`src/rtl/mips_decode_pkg.sv`:
```
`default_nettype none
// ============================================================================
//  Module      : mips_decode_pkg
//  Description : Shared constants for the MIPS decode stage: opcode and
//                function-code values, instruction class encoding, the
//                link register number, decoded-record width, and the
//                supported-opcode / R-type function tables used by the
//                optional illegal-instruction trap (DECODE_ILLEGAL_TRAP_EN).
//  Revision    : 1.0 - initial release
// ============================================================================
package mips_decode_pkg;

    // Primary opcodes (inst[31:26])
    localparam logic [5:0] OP_RTYPE = 6'h00;
    localparam logic [5:0] OP_J     = 6'h02;
    localparam logic [5:0] OP_JAL   = 6'h03;
    localparam logic [5:0] OP_BEQ   = 6'h04;
    localparam logic [5:0] OP_BNE   = 6'h05;
    localparam logic [5:0] OP_BLEZ  = 6'h06;
    localparam logic [5:0] OP_BGTZ  = 6'h07;
    localparam logic [5:0] OP_ADDI  = 6'h08;
    localparam logic [5:0] OP_ADDIU = 6'h09;
    localparam logic [5:0] OP_SLTI  = 6'h0A;
    localparam logic [5:0] OP_SLTIU = 6'h0B;
    localparam logic [5:0] OP_ANDI  = 6'h0C;
    localparam logic [5:0] OP_ORI   = 6'h0D;
    localparam logic [5:0] OP_XORI  = 6'h0E;
    localparam logic [5:0] OP_LUI   = 6'h0F;
    localparam logic [5:0] OP_LB    = 6'h20;
    localparam logic [5:0] OP_LW    = 6'h23;
    localparam logic [5:0] OP_LBU   = 6'h24;
    localparam logic [5:0] OP_LHU   = 6'h25;
    localparam logic [5:0] OP_SB    = 6'h28;
    localparam logic [5:0] OP_SW    = 6'h2B;

    // Instruction class encoding carried on out_class
    typedef enum logic [1:0] {
        CLS_R = 2'd0,
        CLS_I = 2'd1,
        CLS_J = 2'd2
    } inst_class_e;

    localparam logic [4:0] REG_RA   = 5'd31;
    localparam logic [4:0] REG_ZERO = 5'd0;

    // op6 + rs5 + rt5 + rd5 + shamt5 + func6 + j_addr26 + class2 + dst5 + illegal1
    localparam int REC_FIXED_W = 66;

    function automatic int rec_width(input int xlen, input int pc_w);
        return REC_FIXED_W + xlen + pc_w;
    endfunction

    function automatic logic op_supported(input logic [5:0] op);
        case (op)
            OP_RTYPE, OP_J, OP_JAL, OP_BEQ, OP_BNE, OP_BLEZ, OP_BGTZ,
            OP_ADDI, OP_ADDIU, OP_SLTI, OP_SLTIU, OP_ANDI, OP_ORI, OP_XORI,
            OP_LUI, OP_LB, OP_LW, OP_LBU, OP_LHU, OP_SB, OP_SW:
                return 1'b1;
            default:
                return 1'b0;
        endcase
    endfunction

    // R-type function codes (inst[5:0] when op == 0)
    function automatic logic func_supported(input logic [5:0] func);
        case (func)
            6'h00, 6'h02, 6'h03, 6'h04, 6'h06, 6'h07,   // shifts
            6'h08, 6'h09,                               // JR, JALR
            6'h10, 6'h11, 6'h12, 6'h13,                 // MFHI..MTLO
            6'h18, 6'h19, 6'h1A, 6'h1B,                 // MULT..DIVU
            6'h20, 6'h21, 6'h22, 6'h23,                 // ADD..SUBU
            6'h24, 6'h25, 6'h26, 6'h27,                 // AND..NOR
            6'h2A, 6'h2B:                               // SLT, SLTU
                return 1'b1;
            default:
                return 1'b0;
        endcase
    endfunction

endpackage
`default_nettype wire

```
`src/rtl/inst_decode_stage_if.sv`:
```
`default_nettype none
// ============================================================================
//  Module      : inst_decode_stage_if
//  Description : Handshake and data bundle of the decode stage.
//                master : fetch side / downstream consumer (drives flush,
//                         in_valid, in_inst, in_pc, out_ready)
//                slave  : the decode stage itself
//  Parameters  : XLEN (extended immediate width), PC_W (PC tag width)
//  Revision    : 1.0 - initial release
// ============================================================================
interface inst_decode_stage_if #(
    parameter int XLEN = 32,
    parameter int PC_W = 32
);
    logic            flush;
    logic            in_valid;
    logic            in_ready;
    logic [31:0]     in_inst;
    logic [PC_W-1:0] in_pc;
    logic            out_valid;
    logic            out_ready;
    logic [5:0]      out_op;
    logic [4:0]      out_rs;
    logic [4:0]      out_rt;
    logic [4:0]      out_rd;
    logic [4:0]      out_shamt;
    logic [5:0]      out_func;
    logic [XLEN-1:0] out_imm_ext;
    logic [25:0]     out_j_addr;
    logic [1:0]      out_class;
    logic [4:0]      out_dst;
    logic [PC_W-1:0] out_pc;
    logic            out_illegal;

    modport master (
        output flush, in_valid, in_inst, in_pc, out_ready,
        input  in_ready, out_valid, out_op, out_rs, out_rt, out_rd, out_shamt,
               out_func, out_imm_ext, out_j_addr, out_class, out_dst, out_pc,
               out_illegal
    );

    modport slave (
        input  flush, in_valid, in_inst, in_pc, out_ready,
        output in_ready, out_valid, out_op, out_rs, out_rt, out_rd, out_shamt,
               out_func, out_imm_ext, out_j_addr, out_class, out_dst, out_pc,
               out_illegal
    );
endinterface
`default_nettype wire

```
`src/rtl/inst_skid_buffer.sv`:
```
`default_nettype none
// ============================================================================
//  Module      : inst_skid_buffer
//  Description : Generic DEPTH-entry valid/ready FIFO buffer with synchronous
//                flush and asynchronous active-high reset. DEPTH=2 gives full
//                throughput (push allowed while full if the head pops);
//                DEPTH=1 accepts only when empty.
//  Ports       : clk, rst, flush
//                in_valid / in_ready / in_data   - upstream side
//                out_valid / out_ready / out_data - downstream side (head)
//  Revision    : 1.0 - initial release
// ============================================================================
module inst_skid_buffer #(
    parameter int WIDTH = 8,
    parameter int DEPTH = 2
) (
    input  wire logic             clk,
    input  wire logic             rst,
    input  wire logic             flush,
    input  wire logic             in_valid,
    output      logic             in_ready,
    input  wire logic [WIDTH-1:0] in_data,
    output      logic             out_valid,
    input  wire logic             out_ready,
    output      logic [WIDTH-1:0] out_data
);
    localparam int PTR_W = (DEPTH > 1) ? $clog2(DEPTH) : 1;
    localparam int CNT_W = $clog2(DEPTH + 1);
    localparam logic [PTR_W-1:0] C_LAST_PTR = PTR_W'(DEPTH - 1);
    localparam logic [CNT_W-1:0] C_DEPTH    = CNT_W'(DEPTH);

    logic [WIDTH-1:0] r_mem [DEPTH];
    logic [PTR_W-1:0] r_wr_ptr;
    logic [PTR_W-1:0] r_rd_ptr;
    logic [CNT_W-1:0] r_count;
    logic             w_push;
    logic             w_pop;

    function automatic logic [PTR_W-1:0] next_ptr(input logic [PTR_W-1:0] p);
        return (p == C_LAST_PTR) ? '0 : p + 1'b1;
    endfunction

    assign out_valid = (r_count != '0);
    assign out_data  = r_mem[r_rd_ptr];
    assign w_pop     = out_valid && out_ready;
    assign w_push    = in_valid && in_ready;

    generate
        if (DEPTH == 1) begin : g_ready_single
            assign in_ready = (r_count == '0);
        end else begin : g_ready_skid
            // A slot frees up this cycle if the head is leaving.
            assign in_ready = (r_count < C_DEPTH) || w_pop;
        end
    endgenerate

    always_ff @(posedge clk or posedge rst) begin
        if (rst) begin
            r_count  <= '0;
            r_wr_ptr <= '0;
            r_rd_ptr <= '0;
            for (int i = 0; i < DEPTH; i++) begin
                r_mem[i] <= '0;
            end
        end else if (flush) begin
            r_count  <= '0;
            r_wr_ptr <= '0;
            r_rd_ptr <= '0;
        end else begin
            if (w_push) begin
                r_mem[r_wr_ptr] <= in_data;
                r_wr_ptr        <= next_ptr(r_wr_ptr);
            end
            if (w_pop) begin
                r_rd_ptr <= next_ptr(r_rd_ptr);
            end
            case ({w_push, w_pop})
                2'b10:   r_count <= r_count + 1'b1;
                2'b01:   r_count <= r_count - 1'b1;
                default: r_count <= r_count;
            endcase
        end
    end
endmodule
`default_nettype wire

```
`src/rtl/inst_decode_stage.sv`:
```
`default_nettype none
// ============================================================================
//  Module      : inst_decode_stage
//  Description : Registered MIPS decode stage. Splits each instruction into
//                its fields, extends the immediate, classifies the format
//                (R/I/J), picks the destination register and queues the
//                decoded record in a DEPTH-entry elastic buffer.
//  Parameters  : XLEN (>=16) immediate width, PC_W PC tag width,
//                DEPTH 1 or 2 buffer entries
//  Ports       : clk, rst (async, active-high)
//                bus (inst_decode_stage_if.slave): flush, in_* handshake and
//                instruction/PC, out_* handshake and decoded fields
//  Macro       : DECODE_ILLEGAL_TRAP_EN - when defined, out_illegal flags
//                unsupported opcodes and unsupported R-type function codes;
//                otherwise out_illegal is constant 0.
//  Revision    : 1.0 - initial release
// ============================================================================
module inst_decode_stage
    import mips_decode_pkg::*;
#(
    parameter int XLEN  = 32,
    parameter int PC_W  = 32,
    parameter int DEPTH = 2
) (
    input  wire logic           clk,
    input  wire logic           rst,
    inst_decode_stage_if.slave  bus
);
    localparam int REC_W = rec_width(XLEN, PC_W);

    logic [5:0]      w_op;
    logic [4:0]      w_rs;
    logic [4:0]      w_rt;
    logic [4:0]      w_rd;
    logic [4:0]      w_shamt;
    logic [5:0]      w_func;
    logic [15:0]     w_imm;
    logic [25:0]     w_j_addr;
    logic [1:0]      w_class;
    logic [4:0]      w_dst;
    logic [XLEN-1:0] w_imm_ext;
    logic            w_illegal;
    logic [REC_W-1:0] w_rec_in;
    logic [REC_W-1:0] w_rec_out;

    assign w_op     = bus.in_inst[31:26];
    assign w_rs     = bus.in_inst[25:21];
    assign w_rt     = bus.in_inst[20:16];
    assign w_rd     = bus.in_inst[15:11];
    assign w_shamt  = bus.in_inst[10:6];
    assign w_func   = bus.in_inst[5:0];
    assign w_imm    = bus.in_inst[15:0];
    assign w_j_addr = bus.in_inst[25:0];

    always_comb begin
        w_class = CLS_I;
        if (w_op == OP_RTYPE) begin
            w_class = CLS_R;
        end else if ((w_op == OP_J) || (w_op == OP_JAL)) begin
            w_class = CLS_J;
        end
    end

    // Logical immediates are zero-extended; everything else sign-extends.
    // Size casts keep this legal for XLEN == 16.
    always_comb begin
        if ((w_op == OP_ANDI) || (w_op == OP_ORI) || (w_op == OP_XORI)) begin
            w_imm_ext = XLEN'(w_imm);
        end else begin
            w_imm_ext = XLEN'($signed(w_imm));
        end
    end

    // Stores and branches still report rt; write-enable is qualified later.
    always_comb begin
        w_dst = w_rt;
        if (w_op == OP_RTYPE) begin
            w_dst = w_rd;
        end else if (w_op == OP_JAL) begin
            w_dst = REG_RA;
        end else if (w_op == OP_J) begin
            w_dst = REG_ZERO;
        end
    end

`ifdef DECODE_ILLEGAL_TRAP_EN
    assign w_illegal = !op_supported(w_op) ||
                       ((w_op == OP_RTYPE) && !func_supported(w_func));
`else
    assign w_illegal = 1'b0;
`endif

    assign w_rec_in = {w_op, w_rs, w_rt, w_rd, w_shamt, w_func, w_j_addr,
                       w_class, w_dst, w_illegal, w_imm_ext, bus.in_pc};

    inst_skid_buffer #(
        .WIDTH (REC_W),
        .DEPTH (DEPTH)
    ) u_buf (
        .clk       (clk),
        .rst       (rst),
        .flush     (bus.flush),
        .in_valid  (bus.in_valid),
        .in_ready  (bus.in_ready),
        .in_data   (w_rec_in),
        .out_valid (bus.out_valid),
        .out_ready (bus.out_ready),
        .out_data  (w_rec_out)
    );

    assign {bus.out_op, bus.out_rs, bus.out_rt, bus.out_rd, bus.out_shamt,
            bus.out_func, bus.out_j_addr, bus.out_class, bus.out_dst,
            bus.out_illegal, bus.out_imm_ext, bus.out_pc} = w_rec_out;
endmodule
`default_nettype wire

```
`src/flat_wrapper.sv`:
```
// flat-port wrapper written by rule: the top's interface ports become plain ports
module inst_decode_stage_flat import mips_decode_pkg::*;
#(
    parameter int XLEN  = 32,
    parameter int PC_W  = 32,
    parameter int DEPTH = 2
)
  (clk, rst, bus_flush, bus_in_valid, bus_in_inst, bus_in_pc, bus_out_ready, bus_in_ready, bus_out_valid, bus_out_op, bus_out_rs, bus_out_rt, bus_out_rd, bus_out_shamt, bus_out_func, bus_out_imm_ext, bus_out_j_addr, bus_out_class, bus_out_dst, bus_out_pc, bus_out_illegal);
  inst_decode_stage_if #(.XLEN(XLEN), .PC_W(PC_W)) bus_i ();
  input  wire logic clk;
  input  wire logic rst;
  input wire logic [$bits(bus_i.flush)-1:0] bus_flush;
  input wire logic [$bits(bus_i.in_valid)-1:0] bus_in_valid;
  input wire logic [$bits(bus_i.in_inst)-1:0] bus_in_inst;
  input wire logic [$bits(bus_i.in_pc)-1:0] bus_in_pc;
  input wire logic [$bits(bus_i.out_ready)-1:0] bus_out_ready;
  output wire logic [$bits(bus_i.in_ready)-1:0] bus_in_ready;
  output wire logic [$bits(bus_i.out_valid)-1:0] bus_out_valid;
  output wire logic [$bits(bus_i.out_op)-1:0] bus_out_op;
  output wire logic [$bits(bus_i.out_rs)-1:0] bus_out_rs;
  output wire logic [$bits(bus_i.out_rt)-1:0] bus_out_rt;
  output wire logic [$bits(bus_i.out_rd)-1:0] bus_out_rd;
  output wire logic [$bits(bus_i.out_shamt)-1:0] bus_out_shamt;
  output wire logic [$bits(bus_i.out_func)-1:0] bus_out_func;
  output wire logic [$bits(bus_i.out_imm_ext)-1:0] bus_out_imm_ext;
  output wire logic [$bits(bus_i.out_j_addr)-1:0] bus_out_j_addr;
  output wire logic [$bits(bus_i.out_class)-1:0] bus_out_class;
  output wire logic [$bits(bus_i.out_dst)-1:0] bus_out_dst;
  output wire logic [$bits(bus_i.out_pc)-1:0] bus_out_pc;
  output wire logic [$bits(bus_i.out_illegal)-1:0] bus_out_illegal;
  assign bus_i.flush = bus_flush;
  assign bus_i.in_valid = bus_in_valid;
  assign bus_i.in_inst = bus_in_inst;
  assign bus_i.in_pc = bus_in_pc;
  assign bus_i.out_ready = bus_out_ready;
  assign bus_in_ready = bus_i.in_ready;
  assign bus_out_valid = bus_i.out_valid;
  assign bus_out_op = bus_i.out_op;
  assign bus_out_rs = bus_i.out_rs;
  assign bus_out_rt = bus_i.out_rt;
  assign bus_out_rd = bus_i.out_rd;
  assign bus_out_shamt = bus_i.out_shamt;
  assign bus_out_func = bus_i.out_func;
  assign bus_out_imm_ext = bus_i.out_imm_ext;
  assign bus_out_j_addr = bus_i.out_j_addr;
  assign bus_out_class = bus_i.out_class;
  assign bus_out_dst = bus_i.out_dst;
  assign bus_out_pc = bus_i.out_pc;
  assign bus_out_illegal = bus_i.out_illegal;
  inst_decode_stage #(.XLEN(XLEN), .PC_W(PC_W), .DEPTH(DEPTH)) u_core (.clk(clk), .rst(rst), .bus(bus_i));
endmodule
```
`config.mk`:
```
export PLATFORM = sky130hd
export DESIGN_NAME = inst_decode_stage_flat
export DESIGN_NICKNAME = d
export VERILOG_FILES = /design/src/rtl/mips_decode_pkg.sv /design/src/rtl/inst_decode_stage_if.sv /design/src/rtl/inst_skid_buffer.sv /design/src/rtl/inst_decode_stage.sv /design/src/flat_wrapper.sv
export SDC_FILE = /design/constraint.sdc
export NUM_CORES = 1
export LEC_CHECK = 0
export CORE_MARGIN = 1.5
export CORE_UTILIZATION = 40
export DETAILED_ROUTE_END_ITERATION = 6
export DONT_BUFFER_PORTS = 1
export GPL_TIMING_DRIVEN = 0
export PLACE_DENSITY = 0.55
export RECOVER_POWER = 100
export SKIP_LAST_GASP = 1
export SLEW_MARGIN = 20
export SYNTH_ARGS = -nofsm -noshare
export SYNTH_HDL_FRONTEND = slang
export SYNTH_HIERARCHICAL = 1
export SYNTH_SLANG_ARGS = --single-unit
export TNS_END_PERCENT = 5
```
`constraint.sdc`:
```
create_clock -name clk -period 12.5 [get_ports clk]
set_input_delay 2.5 -clock clk [delete_from_list [all_inputs] [get_ports clk]]
set_output_delay 2.5 -clock clk [all_outputs]
set_load 0.02 [all_outputs]
```
==> results_dict.tcl, run 1 <==
set metrics [dict create \
    run_status "finished, violations left" \
    failed_checks "max-capacitance violations, max-slew violations" \
    timing.critical_path.buf_inv 2 \
    postSynthRegisterBits 264 \
    vias_per_cell 5.22 \
    report.final.setup_viol 0 \
    crit_family "buffers and inverters" \
    regToRegStartpoint "u_core/u_buf/r_count[1]$_DFFE_PP0P_" \
    clock_sinks 264 \
    synth_edf_count 0 \
    detail-route-antenna-nets 0 \
    netlist_area_sq_um 11600 \
    finalHoldViolCount 0 \
    fp.coreArea_sq_um 28500 \
    finalMaxSlewViolations 199 \
    htree_num_levels 1 \
    dr.first_iter.drc_count 253 \
    crit_share_post_route_pct 54.8 \
    floorplan.die_area_sq_um 29900 \
    num-fill-cells 2581 \
    netlist_instances 740 \
    yosys_most_used_dff "sky130_fd_sc_hd__dfrtp_1" \
    crit_chain "clkinvlp_2 -> clkbuf_1" \
    grt_antenna_before_repair 0 \
    mean_routed_wirelength_per_cell_um 22.1 \
    peakVddDrop_mv 0.108 \
    cp-end-kind "async pin" \
    yosys_warnings 6 \
    die_width_um 173 \
    clockBufferDepth 3 \
    finalCoreUtilization_pct 45.2 \
    setup_tns_after_final_layout_ns 0 \
    cts_tree "done" \
    static_power_due_to_leakage_uw 0.00542 \
    detail_route.drc_violations 0 \
    post_synth.cell_area_avg_sq_um 15.6 \
    initial_core_util_pct 40.5 \
    dr_total_vias 6156 \
    setup.worst_path.start_class "input pin" \
    cts_repair_resize_count 0 \
    setup_ws_ns 5.65 \
    grt_setup_unrepaired "no" \
    critPathSlowestCell "sky130_fd_sc_hd__clkbuf_1" \
    holdCritPathClass "register to register" \
    global_route.usage.total_pct 17.8 \
    top_level_ports 201 \
    detail_route.wirelength_um 26100 \
    max_clock_freq_ghz 0.146 \
    place_ws_ns 7.21 \
    cts.root.buffer_cell "sky130_fd_sc_hd__clkbuf_16" \
    timing.slew.headroom_pct -176 \
    grt_max_degree 79 \
    criticalPathCategory "input pin to async pin" \
    min_from "u_core/u_buf/r_mem[154]$_DFFE_PP0P_" \
    timing.critical_path.from "rst" \
    fin_nets 844 \
    dr.pass1.iters 5 \
    seq_area_frac_synth_pct 57.1 \
    finalClockSkew_ns 0.0105 \
    postCtsSetupRepairBufs 0 \
    num_antenna_cells 0 \
    die_boundary_height_um 173 \
    floorplan.rows 62 \
    critical_path.max_fanout 77 \
    placement.io_buffers 0 \
    crit_path_max_incr_delay_ns 2.96 \
    drive_gt1_share_pct 28.4 \
    global_route_wire_length_before_repair_um 41800 \
    grt.overflow.total 0 \
    gpl.final_weighted_congestion 0.770 \
    clock_latency_late_sink_ns 0.53 \
    path_clk_slew_ns 0.06 \
    max-cap-violations 3 \
    async_reset_ff_share_pct 100 \
    cts_inserted_buffers 29 \
    critPathRequiredTime_ns 12.17 \
    layout_common_cells "sky130_fd_sc_hd__dfrtp_1, sky130_fd_sc_hd__mux2_1, sky130_fd_sc_hd__mux2_2" \
    finalCriticalPeriod_ns 6.85 \
    dpl.hpwl_um 18500 \
    first_global_vias 6957 \
    synth.lib_cells_used.distinct 30 \
    layout.cells.most_common "sky130_fd_sc_hd__dfrtp_1" \
    final.hold.worst_slack_ns 0.477 \
    syn2layout_area_growth_pct 11.7 \
    post-layout-total-power_uw 2540 \
    critPathArrivalTime_ns 6.52 \
    timing_worst_slew_pin_value_ns 4.14 \
    pwr_per_cell_area_nw_per_um2 197 \
    post_cts_hold_fix_bufs 0 \
]
==> path summary, 6_finish.rpt <==
path / to / slack, ns / cells past startpoint
max: u_core/u_buf/r_mem[100]$_DFFE_PP0P_ / 5.65 / 2
max in group clk: bus_out_func[0] / 7.00 / 4
min reg2reg: u_core/u_buf/r_mem[154]$_DFFE_PP0P_ / 0.48 / 1
min: u_core/u_buf/r_mem[154]$_DFFE_PP0P_ / 0.48 / 1
min in group asynchronous: u_core/u_buf/r_mem[161]$_DFFE_PP0P_ / 2.27 / 1
max reg2reg: u_core/u_buf/r_mem[208]$_DFFE_PP0P_ / 9.38 / 5
==> stage by stage <==
stage	cell area, sq um	std cells
after detailed placement	12100	1128
after CTS	13100	1180
after global placement	12000	1125
final	12900	1180
after floorplan	11600	741
after global routing	12900	1180
==> layer usage <==
layer / part of all wire, % / global-route usage (%) / vias up
li1: - / - / 2733
met1: 41 / 22.0 / 3230
met2: 49 / 30.2 / 156
met3: 7.0 / 5.34 / 37
met4: 2.4 / 4.78 / 0
met5: 0 / 0 / -
==> registers in the layout, indices dropped and copies added, names as in the netlist <==
register and flops:
u_core/u_buf/r_wr_ptr 1, u_core/u_buf/r_count 2, u_core/u_buf/r_rd_ptr 1, u_core/u_buf/r_mem 260
==> synthesized netlist by cell type, types with 2 or more instances <==
master	instances	area, sq um
sky130_fd_sc_hd__dfrtp_1	264	6610
sky130_fd_sc_hd__clkbuf_1	2	7.51
sky130_fd_sc_hd__a21oi_1	2	10.0
sky130_fd_sc_hd__nand2_1	7	26.3
sky130_fd_sc_hd__buf_1	4	15.0
sky130_fd_sc_hd__buf_6	10	113
sky130_fd_sc_hd__inv_2	2	7.51
sky130_fd_sc_hd__nor2_1	4	15.0
sky130_fd_sc_hd__o21ai_0	4	20.0
sky130_fd_sc_hd__mux2_1	100	1130
sky130_fd_sc_hd__buf_2	16	80.1
sky130_fd_sc_hd__buf_4	11	82.6
sky130_fd_sc_hd__a2bb2oi_1	5	43.8
sky130_fd_sc_hd__mux2_2	290	3270
sky130_fd_sc_hd__inv_1	4	15.0
==> layout make-up <==
cell class              instances  area [sq um]  share of cell area (%)
plain buffers                  43           161                    1.25
clock buffers                  42           865                    6.70
clock inverters                10           109                   0.843
inverters                       6          23.8                   0.184
multi-input cells             428          4630                    35.9
flip-flops and latches        264          6610                    51.2
well taps                     384           480                    3.72
repair buffers                  3          35.0                   0.271
==> power breakdown <==
part	leakage, uW	total, uW	switching (uW)	internal (uW)
registers	0.00315	1160	95.9	1060
clock network	0.000479	846	329	518
logic	0.00180	538	318	220
total	0.00542	2540	742	1800
==> cell families (layout without fill, tap and decap cells) <==
| logic type | after synthesis | after routing | synth area share [%] |
|---|---|---|---|
| buffers and inverters | 49 | 104 | 2.77 |
| XOR/XNOR | 1 | 1 | 0.0758 |
| AO/OA/AOI/OAI | 15 | 15 | 1.01 |
| multiplexers | 390 | 390 | 38.0 |
| flip-flops | 264 | 264 | 57.1 |
| other | 1 | 2 | 0.0324 |
| AND/OR/NAND/NOR | 20 | 20 | 0.985 |
Note: power is estimated with default switching activity, not from simulation.
==> inputs of run 2 (changes only) <==
==> constraint.sdc (replaced) <==
create_clock -name clk -period 6.8 [get_ports clk]
set_input_delay 1.36 -clock clk [delete_from_list [all_inputs] [get_ports clk]]
set_output_delay 1.36 -clock clk [all_outputs]
set_load 0.02 [all_outputs]
==> results_dict.tcl, run 2 (synthesized netlist as in run 1, its figures left out) <==
set metrics [dict create \
    timing_worst_slew_pin_value_ns 1.93 \
    dr.pass1.iters 4 \
    cts_tree "done" \
    fin_nets 850 \
    top_register "u_core/u_buf/r_mem" \
    first_global_vias 6923 \
    internal_power_uw 3240 \
    detail_route.wirelength_um 26000 \
    floorplan.die_area_sq_um 29900 \
    floorplan.rows 62 \
    largest_reg_flops 260 \
    critPathArrivalTime_ns 4.73 \
    postCtsSetupRepairBufs 0 \
    grt.overflow.total 0 \
    finalHoldViolCount 0 \
    die_width_um 173 \
    dpl-instance-area_sq_um 12200 \
    detail-route-antenna-nets 0 \
    cts.root.buffer_cell "sky130_fd_sc_hd__clkbuf_16" \
    clockPowerShare_pct 32.3 \
    drive_gt1_share_pct 27.6 \
    report.final.setup_viol 0 \
    timing.hold.worst_path_depth 1 \
    crit_share_post_route_pct 65.6 \
    path_clk_slew_ns 0.05 \
    grt_antenna_before_repair 0 \
    layout.cells.most_common "sky130_fd_sc_hd__dfrtp_1" \
    run_status "finished, violations left" \
    criticalPathCategory "input pin to async pin" \
    design_area_sq_um 12900 \
    top_level_ports 201 \
    finalCoreUtilization_pct 45.0 \
    finalClockSkew_ns 0.00753 \
    clock_sinks 264 \
    pwr_per_cell_area_nw_per_um2 358 \
    failed_checks "max-capacitance violations, max-slew violations" \
    proportion_of_total_power_due_to_net_switching_pct 29.5 \
    global_route_wire_length_before_repair_um 41400 \
    setup.worst_path.start_class "input pin" \
    max_clock_freq_ghz 0.224 \
    htree_num_levels 1 \
    clockBufferDepth 3 \
    static_power_due_to_leakage_uw 0.00540 \
    peakVddDrop_mv 0.197 \
    cp-end-kind "async pin" \
    timing.slew.headroom_pct -28.8 \
    initial_core_util_pct 40.5 \
    mean_routed_wirelength_per_cell_um 21.9 \
    gpl.final_weighted_congestion 0.780 \
    cts_repair_resize_count 0 \
    reg.largest.list "u_core/u_buf/r_mem x260, u_core/u_buf/r_count x2" \
    dr_total_vias 6234 \
    setup_tns_after_final_layout_ns 0 \
    num-fill-cells 2579 \
    holdCritPathClass "register to register" \
    placement.io_buffers 0 \
    post_cts_hold_fix_bufs 0 \
    vias_per_cell 5.26 \
    dr.first_iter.drc_count 176 \
    global_route.usage.total_pct 17.6 \
    die_boundary_height_um 173 \
    num_antenna_cells 0 \
    dpl.hpwl_um 18700 \
    finalCriticalPeriod_ns 4.46 \
    power_frac_comb_pct 21.5 \
    multi_input_comb_area_sq_um 4630 \
    clock_latency_late_sink_ns 0.54 \
    fp.coreArea_sq_um 28500 \
    grt_setup_unrepaired "no" \
    share_seq_of_total_power_pct 46.2 \
    detail_route.drc_violations 0 \
    critical_path.max_fanout 37 \
    grt_max_degree 39 \
    post-layout-total-power_uw 4600 \
    net-switching-power_uw 1360 \
    final.hold.worst_slack_ns 0.477 \
    critPathRequiredTime_ns 7.07 \
    cts_inserted_buffers 30 \
    max-cap-violations 5 \
    finalMaxSlewViolations 187 \
    syn2layout_area_growth_pct 11.2 \
    r2r_cells 5 \
    layout_common_cells "sky130_fd_sc_hd__dfrtp_1, sky130_fd_sc_hd__mux2_1, sky130_fd_sc_hd__mux2_2" \
    final-seq-area_sq_um 6610 \
]
==> run 2: power groups by stage <==
stage,sequential [uW],combinational (uW),clock [uW]
floorplan,2090,899,0
global placement,2120,1030,0
detailed placement,2150,1070,0
CTS,2130,1080,1550
global route,2170,1060,1610
finish,2130,989,1490
==> run 2: final cells by class <==
cell class | count | share of cell area [%]
Inverter | 6 | 0.185
Buffer | 43 | 1.26
Sequential cell | 264 | 51.4
Clock buffer | 44 | 6.88
Multi-Input combinational cell | 428 | 36.0
Timing Repair Buffer | 8 | 0.234
Clock inverter | 8 | 0.341
Tap cell | 384 | 3.74
==> run 2: worst paths after layout <==
path	from	endpoint	slack (ns)
max in group clk	u_core/u_buf/r_rd_ptr$_DFFE_PP0P_	bus_out_func[0]	2.44
min in group asynchronous	rst	u_core/u_buf/r_mem[30]$_DFFE_PP0P_	0.80
max	rst	u_core/u_buf/r_mem[218]$_DFFE_PP0P_	2.34
min	u_core/u_buf/r_mem[192]$_DFFE_PP0P_	u_core/u_buf/r_mem[192]$_DFFE_PP0P_	0.48
min reg2reg	u_core/u_buf/r_mem[192]$_DFFE_PP0P_	u_core/u_buf/r_mem[192]$_DFFE_PP0P_	0.48
max reg2reg	u_core/u_buf/r_count[1]$_DFFE_PP0P_	u_core/u_buf/r_mem[227]$_DFFE_PP0P_	3.62
==> run 2: stage by stage <==
stage               cells  setup slack, ns
global route         1185             1.57
finish               1185             2.34
CTS                  1185             2.65
floorplan             741             1.96
global placement     1125            0.861
detailed placement   1133             3.24
==> run 2: critical path: stages <==
cell and delay (ns):
sky130_fd_sc_hd__clkinvlp_2 0.45, sky130_fd_sc_hd__clkbuf_1 1.41, sky130_fd_sc_hd__clkbuf_1 1.46
==> run 2: routing by layer <==
metal / vias up / share of wire [%] / GRT usage, %
li1: 2763 / - / -
met1: 3247 / 40 / 20.8
met2: 169 / 50 / 30.5
met3: 55 / 7.1 / 5.50
met4: 0 / 3.2 / 5.87
met5: - / 0 / 0
